File: src/rtl/anton_neopixel_apb_bridge.sv
// APB3 slave bridge onto the NeoPixel controller byte bus.
// Adds a local pointer and a packed 4-byte auto-increment write port.
module anton_neopixel_apb_bridge #(
    parameter int PTR_BITS = 13
) (
    input  logic        busClk,
    input  logic        busResetn,
    input  logic        PSEL,
    input  logic        PENABLE,
    input  logic        PWRITE,
    input  logic [15:0] PADDR,
    input  logic [31:0] PWDATA,
    output logic [31:0] PRDATA,
    output logic        PREADY,
    output logic        PSLVERR,
    output logic [13:0] busAddr,
    output logic [7:0]  busDataIn,
    output logic        busWrite,
    output logic        busRead,
    input  logic [7:0]  busDataOut
);

    typedef enum logic [2:0] {
        IDLE, WR, RD_ISSUE, RD_WAIT, PK, LOCAL, ERR
    } state_t;

    state_t              state;
    logic [PTR_BITS-1:0] ptr;
    logic [PTR_BITS-1:0] lane_addr;
    logic [1:0]          lane;
    logic [1:0]          next_lane;
    logic [31:0]         wdata_q;
    logic [31:0]         rdata_q;
    logic                wr_q;
    logic                ptr_sel_q;

    logic [13:0] w;
    logic        misaligned;
    logic        bad_local;
    logic        fwd;
    logic        ptr_hit;
    logic        pk_hit;

    assign w          = PADDR[15:2];
    assign misaligned = |PADDR[1:0];
    assign bad_local  = w[13] && (w[2:1] == 2'b11);
    assign fwd        = !w[13] || !w[2];
    assign ptr_hit    = w[13] && (w[2:0] == 3'd4);
    assign pk_hit     = w[13] && (w[2:0] == 3'd5);

    assign next_lane  = lane + 2'd1;
    assign lane_addr  = ptr + PTR_BITS'(next_lane);

    // Read data from the controller arrives one cycle after busRead.
    assign PRDATA = (state == RD_WAIT) ? {24'b0, busDataOut} : rdata_q;

    always_ff @(posedge busClk or negedge busResetn) begin
        if (!busResetn) begin
            state     <= IDLE;
            ptr       <= '0;
            lane      <= '0;
            wdata_q   <= '0;
            rdata_q   <= '0;
            wr_q      <= 1'b0;
            ptr_sel_q <= 1'b0;
            PREADY    <= 1'b0;
            PSLVERR   <= 1'b0;
            busAddr   <= '0;
            busDataIn <= '0;
            busWrite  <= 1'b0;
            busRead   <= 1'b0;
        end else if (state != IDLE && !PSEL) begin
            state    <= IDLE;
            busWrite <= 1'b0;
            busRead  <= 1'b0;
            PREADY   <= 1'b0;
            PSLVERR  <= 1'b0;
            rdata_q  <= '0;
        end else begin
            unique case (state)
                IDLE: begin
                    if (PSEL && !PENABLE) begin
                        wdata_q   <= PWDATA;
                        wr_q      <= PWRITE;
                        ptr_sel_q <= ptr_hit;
                        if (misaligned || bad_local) begin
                            state   <= ERR;
                            PREADY  <= 1'b1;
                            PSLVERR <= 1'b1;
                        end else if (fwd) begin
                            busAddr <= w;
                            if (PWRITE) begin
                                state     <= WR;
                                busWrite  <= 1'b1;
                                busDataIn <= PWDATA[7:0];
                                PREADY    <= 1'b1;
                            end else begin
                                state   <= RD_ISSUE;
                                busRead <= 1'b1;
                            end
                        end else if (pk_hit && PWRITE) begin
                            state     <= PK;
                            lane      <= 2'd0;
                            busWrite  <= 1'b1;
                            busAddr   <= 14'(ptr);
                            busDataIn <= PWDATA[7:0];
                        end else begin
                            state   <= LOCAL;
                            PREADY  <= 1'b1;
                            rdata_q <= (ptr_hit && !PWRITE) ? 32'(ptr) : 32'd0;
                        end
                    end
                end
                WR: begin
                    state    <= IDLE;
                    busWrite <= 1'b0;
                    PREADY   <= 1'b0;
                end
                RD_ISSUE: begin
                    state   <= RD_WAIT;
                    busRead <= 1'b0;
                    PREADY  <= 1'b1;
                end
                RD_WAIT: begin
                    state  <= IDLE;
                    PREADY <= 1'b0;
                end
                PK: begin
                    if (lane == 2'd3) begin
                        state    <= IDLE;
                        ptr      <= ptr + PTR_BITS'(4);
                        busWrite <= 1'b0;
                        PREADY   <= 1'b0;
                    end else begin
                        lane      <= next_lane;
                        busAddr   <= 14'(lane_addr);
                        busDataIn <= wdata_q[{next_lane, 3'b000} +: 8];
                        PREADY    <= (next_lane == 2'd3);
                    end
                end
                LOCAL: begin
                    if (wr_q && ptr_sel_q) begin
                        ptr <= wdata_q[PTR_BITS-1:0];
                    end
                    state   <= IDLE;
                    PREADY  <= 1'b0;
                    rdata_q <= '0;
                end
                ERR: begin
                    state   <= IDLE;
                    PREADY  <= 1'b0;
                    PSLVERR <= 1'b0;
                end
                default: state <= IDLE;
            endcase
        end
    end

endmodule

File: config.mk
export PLATFORM = sky130hd
export DESIGN_NAME = anton_neopixel_apb_bridge
export DESIGN_NICKNAME = d
export VERILOG_FILES = /design/src/rtl/anton_neopixel_apb_bridge.sv
export SDC_FILE = /design/constraint.sdc
export NUM_CORES = 1
export LEC_CHECK = 0
export ABC_AREA = 1
export BUFFER_PORTS_ARGS = -buffer_cell sky130_fd_sc_hd__buf_4
export CAP_MARGIN = 20
export CORE_MARGIN = 2
export CORE_UTILIZATION = 59
export CTS_BUF_LIST = sky130_fd_sc_hd__clkbuf_8 sky130_fd_sc_hd__clkbuf_16
export DETAILED_ROUTE_END_ITERATION = 7
export PLACE_DENSITY = 0.93
export SETUP_SLACK_MARGIN = 0.2
export SLEW_MARGIN = 20
export SYNTH_ARGS = -nofsm -noshare
export SYNTH_HDL_FRONTEND = slang
export SYNTH_SLANG_ARGS = --single-unit
File: constraint.sdc
create_clock -name busClk -period 7.26 [get_ports busClk]
set_input_delay 1.089 -clock busClk [delete_from_list [all_inputs] [get_ports busClk]]
set_output_delay 1.089 -clock busClk [all_outputs]
set_load 0.02 [all_outputs]
=== Yosys cells after proc, flatten, opt, wreduce, memory -nomap -nowiden ===
Cells that the tools add are included.

* Word-level logic and storage cells: 150
* Register bits: 110
* Input port bits: 61

* Multiplexer cells: 63
* Bitwise operators: 1
* $add $sub $neg: 3
* Shift-type cells: 1
* Reduce and logical (&&, ||, !) cells: 37
* Eq/ne operators: 32

{| class="wikitable"
|+ Operators by type and width
! kind !! count
|-
| $mux W32 || 6
|-
| $mux W14 || 5
|-
| $pmux W32 S2 || 1
|-
| $mux W8 || 6
|-
| $mux W13 || 3
|-
| $shiftx A32 B6 Y8 || 1
|-
| $ne A3 B3 Y1 const B || 10
|-
| $pmux W14 S2 || 1
|-
| $pmux W13 S2 || 1
|-
| $mux W1 || 22
|-
| $pmux W8 S2 || 1
|-
| $eq A3 B3 Y1 const B || 5
|-
| $mux W3 || 5
|-
| $ne A2 B2 Y1 const B || 7
|-
| $reduce_and A7 Y1 || 2
|-
| $add A13 B2 Y13 || 1
|-
| $add A13 B3 Y13 const B || 1
|-
| $mux W2 || 6
|-
| $reduce_and A6 Y1 || 2
|-
| $reduce_bool A3 Y1 || 4
|-
| $ne A5 B5 Y1 const B || 2
|-
| $reduce_and A5 Y1 || 2
|-
| $pmux W3 S3 || 1
|-
| $logic_and A1 B1 Y1 || 8
|-
| other kinds (21) || 34
|}

=== Logic depth before layout (Yosys ltp) ===
* Depth in word-level cells: 10
* Depth in mapped cells: 13
* Gate-level depth less buffers: 12

=== Least setup slack after synthesis ===
No wires, ideal clock.

* Path type: reg2reg
* Start: register lane[0]
* End: register busAddr[8]
* Data required time: 7,144 ps
* Cell stages (with the launch flop): 12
* Data arrival time: 2,440 ps
* Path slack: 4,704 ps
* Cells stage by stage: dfrtp_1 clkinv_1 clkbuf_1 ha_1 clkinv_1 fa_1 nand2_1 inv_1 a21oi_1 o22ai_1 nand2_1 nand2_1

* Word-level cells in the longest chain between the ends: 4

{| class="wikitable"
|+ Ends and longest elaborated chain
! item !! RTL line !! source
|-
| from (decl) || 30 || <nowiki>logic [1:0] lane;</nowiki>
|-
| from (signal assigned) || 135 || <nowiki>lane <= next_lane;</nowiki>
|-
| $add A2 B1 Y2 || 51 || <nowiki>assign next_lane = lane + 2'd1;</nowiki>
|-
| $add A13 B2 Y13 || 52 || <nowiki>assign lane_addr = ptr + PTR_BITS'(next_lane);</nowiki>
|-
| $mux W14 || 129 || <nowiki>if (lane == 2'd3) begin</nowiki>
|-
| $pmux W14 S2 || 80 || <nowiki>unique case (state)</nowiki>
|-
| to (signal assigned) || 91 || <nowiki>busAddr <= w;</nowiki>
|-
| to (signal assigned) || 105 || <nowiki>busAddr <= 14'(ptr);</nowiki>
|-
| to (signal assigned) || 136 || <nowiki>busAddr <= 14'(lane_addr);</nowiki>
|-
| to (decl) || 16 || <nowiki>output logic [13:0] busAddr,</nowiki>
|}

Parallel ways exist; a longest one is shown, timed or not. The select of a mux whose other input is x is not followed.
A chain may end at the register's enable or synchronous reset.

=== Worst setup path in the final report ===
* Start: register lane[0]
* End: register busAddr[12]

Same word-level chain as after synthesis.

==> insert_results.sql <==
INSERT INTO impl_metrics (metric_group, metric, value, unit) VALUES
('status', 'status', 'completed', ''),
('timing', 'layout_worst_path_cycle_share', '0.484', ''),
('route', 'drt_drc_violations_left', '0', ''),
('pwr', 'power.leakage', '3.27', 'nW'),
('timing', 'finalClockSkew', '0.0141', 'ns'),
('timing', 'max_clock_freq', '0.285', 'GHz'),
('layout', 'n_fill_cell', '737', ''),
('timing', 'finalWorstPathRequiredPeriod', '3.51', 'ns'),
('yosys', 'synth.yosys.warnings', '0', ''),
('pwr', 'vdd_ir_drop_max', '287', 'uV'),
('setup_path', 'timing.rr.start', 'lane[0]$_DFFE_PN0P_', ''),
('clock_tree', 'clk_pin_slew', '0.09', 'ns'),
('layout', 'fin_cells', '941', ''),
('layout', 'final_net_count', '896', ''),
('min_path', 'hold_start', 'wdata_q[25]$_DFFE_PN0P_', ''),
('clock_tree', 'cts_made_buffers', '9', ''),
('pwr', 'power-per-cell-area', '380', 'nW/um2'),
('global_route', 'antenna_found_initial', '0', ''),
('yosys', 'netlist-cell-type-count', '36', ''),
('timing', 'timing.max_slew.rel_slack', '0.441', ''),
('setup_path', 'crit_path_start_kind', 'flop', ''),
('setup_path', 'setup.reg_to_reg.worst_slack', '3.75', 'ns'),
('clock_tree', 'cts-resized-gates', '0', ''),
('die', 'io-pin-count', '119', ''),
('yosys', 'synth.yosys.seq_area_share', '0.432', ''),
('layout', 'synthesis_to_finish_area_growth', '16.0', '%'),
('layout', 'final_cell_mix', 'sky130_fd_sc_hd__nand2_1 (328), sky130_fd_sc_hd__buf_4 (102), sky130_fd_sc_hd__dfrtp_1 (91)', ''),
('route', 'drt-wirelength-per-cell', '14.9', 'um'),
('die', 'floorplan.rows', '34', ''),
('clock_tree', 'number_of_buffers_added_to_fix_hold_violations_after_cts', '0', ''),
('yosys', 'synth.avg_cell_area', '7.07', 'um2'),
('layout', 'diodes', '0', ''),
('route', 'routed_wl', '14.0', 'mm'),
('layout', 'mostFrequentLayoutCell', 'sky130_fd_sc_hd__nand2_1', ''),
('timing', 'tightest_slew', '0.838', 'ns'),
('clock_tree', 'cts-root-buf', 'sky130_fd_sc_hd__clkbuf_8', ''),
('min_path', 'hold_path_depth', '2', ''),
('setup_path', 'critical_path.max_fanout', '20', ''),
('timing', 'setup-tns-final', '0', 'ns'),
('clock_tree', 'cts_htree_levels', '3', ''),
('timing', 'rsz0062_at_grt', 'false', ''),
('die', 'core_area', '8680', 'um2'),
('setup_path', 'worst-endpoint-required', '7.51', 'ns'),
('min_path', 'worst_hold_path.endpoint', 'wdata_q[25]$_DFFE_PN0P_', ''),
('setup_path', 'r2r_cells', '12', ''),
('setup_path', 'rr_endpoint', 'busAddr[12]$_DFFE_PN0P_', ''),
('run', 'cap_viol_max_count', '0', ''),
('global_route', 'grt_pass1_wl', '23.4', 'mm'),
('route', 'vias', '5056', ''),
('yosys', 'yosys_register_bits', '91', ''),
('global_route', 'grt-ovfl-total', '0', ''),
('setup_path', 'worst_setup_path_end_kind', 'flop', ''),
('timing', 'final-setup-viol-count', '0', ''),
('die', 'die-area', '9710', 'um2'),
('global_route', 'grt_use_total', '0.297', ''),
('die', 'die_y', '98.6', 'um'),
('route', 'avgViaCountPerCell', '5.37', ''),
('timing', 'timing.final.max_slew_violations', '0', ''),
('timing', 'final-hold-violation-count', '0', ''),
('yosys', 'post_synth_instance_area', '5280', 'um2'),
('min_path', 'worst_hold_path_type', 'reg2reg', ''),
('clock_tree', 'clock-sinks', '91', ''),
('die', 'die-width', '98.6', 'um'),
('layout', 'drive_gt1_frac', '0.170', ''),
('placed_design', 'dp.cells', '926', ''),
('route', 'drt-pass1-iter-count', '6', ''),
('layout', 'final_core_util', '0.705', ''),
('clock_tree', 'clock_insertion_delay_worst_skew', '0.36', 'ns'),
('route', 'drt_first_iter_violations', '360', ''),
('clock_tree', 'max-clock-path-buffers', '2', ''),
('placed_design', 'post-dp-hpwl', '10.5', 'mm'),
('clock_tree', 'cts_setup_buffers', '0', ''),
('placed_design', 'gp_congestion', '0.914', ''),
('placed_design', 'buffer_ports.inserted', '99', ''),
('die', 'initial_utilization', '0.608', ''),
('pwr', 'post-layout-total-power', '2.32', 'mW'),
('clock_tree', 'tritoncts', 'done', ''),
('setup_path', 'critical_path_arrival', '3.77', 'ns'),
('route', 'drt.antenna.violating_nets', '0', ''),
('setup_path', 'path_class', 'reg2reg', ''),
('global_route', 'grt_start_max_net_pins', '69', ''),
('global_route', 'number_of_global_route_vias_before_repair', '4910', ''),
('yosys', 'synthesis.instances', '746', '');
==> power by group <==
| part | switching [mW] | internal (mW) |
|---|---|---|
| registers | 0.148 | 0.689 |
| logic | 0.766 | 0.396 |
| clock network | 0.197 | 0.128 |
==> metal layers <==
layer  part of all wire  wire, um  vias up  track usage
met3              0.064       905       24       0.0461
met1               0.43      6070     2321        0.396
met4              0.025       356        0       0.0927
met5                  0         0        -            0
li1                   -         -     2507            -
met2               0.48      6710      204        0.504
==> stage by stage <==
stage | hold slack (ns) | setup slack, ns | instance area [um2]
final | 0.488 | 3.75 | 6120
after global routing | 0.493 | 3.40 | 6120
after CTS | 0.486 | 3.80 | 6120
after detailed placement | 0.465 | 3.81 | 5940
after global placement | 0.455 | 3.98 | 5940
after floorplan | 0.437 | 4.70 | 5340
==> state kept, by name (all words and copies together), names as in the netlist, 2 cells and up <==
| register | flops |
|---|---|
| busDataIn | 8 |
| state | 3 |
| busAddr | 14 |
| lane | 2 |
| rdata_q | 13 |
| ptr | 13 |
| wdata_q | 32 |
==> cell usage after synthesis (all sizes together) <==
cell type | count | share of area
o21ai | 65 | 0.066
clkinv | 2 | 0.0014
buf | 43 | 0.053
o22ai | 10 | 0.012
nor2 | 64 | 0.052
nand4 | 4 | 0.0059
xor2 | 1 | 0.0017
clkbuf | 5 | 0.0038
ha | 5 | 0.012
conb | 1 | 0.00071
o2111ai | 1 | 0.0017
dfrtp | 91 | 0.43
nand2 | 335 | 0.24
nor3 | 5 | 0.0047
nand3 | 39 | 0.037
a31oi | 2 | 0.0024
a21oi | 15 | 0.014
nand3b | 2 | 0.0036
inv | 41 | 0.029
or2 | 4 | 0.0047
xnor2 | 1 | 0.0017
fa | 1 | 0.0038
o211ai | 9 | 0.013
==> critical path, cell delays in order, from the launching register on <==
cell and delay, ns:
sky130_fd_sc_hd__dfrtp_1 0.66, sky130_fd_sc_hd__clkinv_1 0.54, sky130_fd_sc_hd__ha_1 0.61, sky130_fd_sc_hd__clkinv_1 0.37, sky130_fd_sc_hd__fa_1 0.60, sky130_fd_sc_hd__nand2_1 0.15, sky130_fd_sc_hd__nor2_1 0.08, sky130_fd_sc_hd__nand3_1 0.09
sky130_fd_sc_hd__nand2_1 0.05, sky130_fd_sc_hd__nand3_1 0.07, sky130_fd_sc_hd__nand2_1 0.07, sky130_fd_sc_hd__nand2_1 0.06, sky130_fd_sc_hd__nand2_1 0.05
==> worst max path at each step <==
stage | start | to | slack [ns] | cells after the start
after floorplan | lane[0]$_DFFE_PN0P_ | busAddr[8]$_DFFE_PN0P_ | 4.70 | 11
after global placement | lane[0]$_DFFE_PN0P_ | busAddr[12]$_DFFE_PN0P_ | 3.98 | 12
after detailed placement | lane[0]$_DFFE_PN0P_ | busAddr[12]$_DFFE_PN0P_ | 3.81 | 12
after CTS | lane[0]$_DFFE_PN0P_ | busAddr[11]$_DFFE_PN0P_ | 3.80 | 12
after global routing | lane[0]$_DFFE_PN0P_ | busAddr[11]$_DFFE_PN0P_ | 3.40 | 12
final | lane[0]$_DFFE_PN0P_ | busAddr[12]$_DFFE_PN0P_ | 3.75 | 12
==> kinds of logic (layout without fill, tap and decap cells) <==
kind of cell	after synthesis	after routing	share of synthesized area
XOR/XNOR	2	2	0.00332
AND/OR/NAND/NOR	453	453	0.352
flip-flops	91	91	0.432
adder cells (fa/ha/maj)	6	6	0.0157
other	1	19	0.000711
buffers and inverters	91	160	0.0875
AO/OA/AOI/OAI	102	102	0.109
==> cell type report <==
| class | count | area, um2 | area share |
|---|---|---|---|
| well taps | 108 | 135 | 0.0221 |
| clock inverters | 6 | 50.0 | 0.00818 |
| multi-input cells | 582 | 2600 | 0.426 |
| flip-flops and latches | 91 | 2280 | 0.372 |
| inverters | 43 | 161 | 0.0264 |
| repair buffers | 102 | 766 | 0.125 |
| clock buffers | 9 | 124 | 0.0202 |
Power figures use the tool's default switching activity.
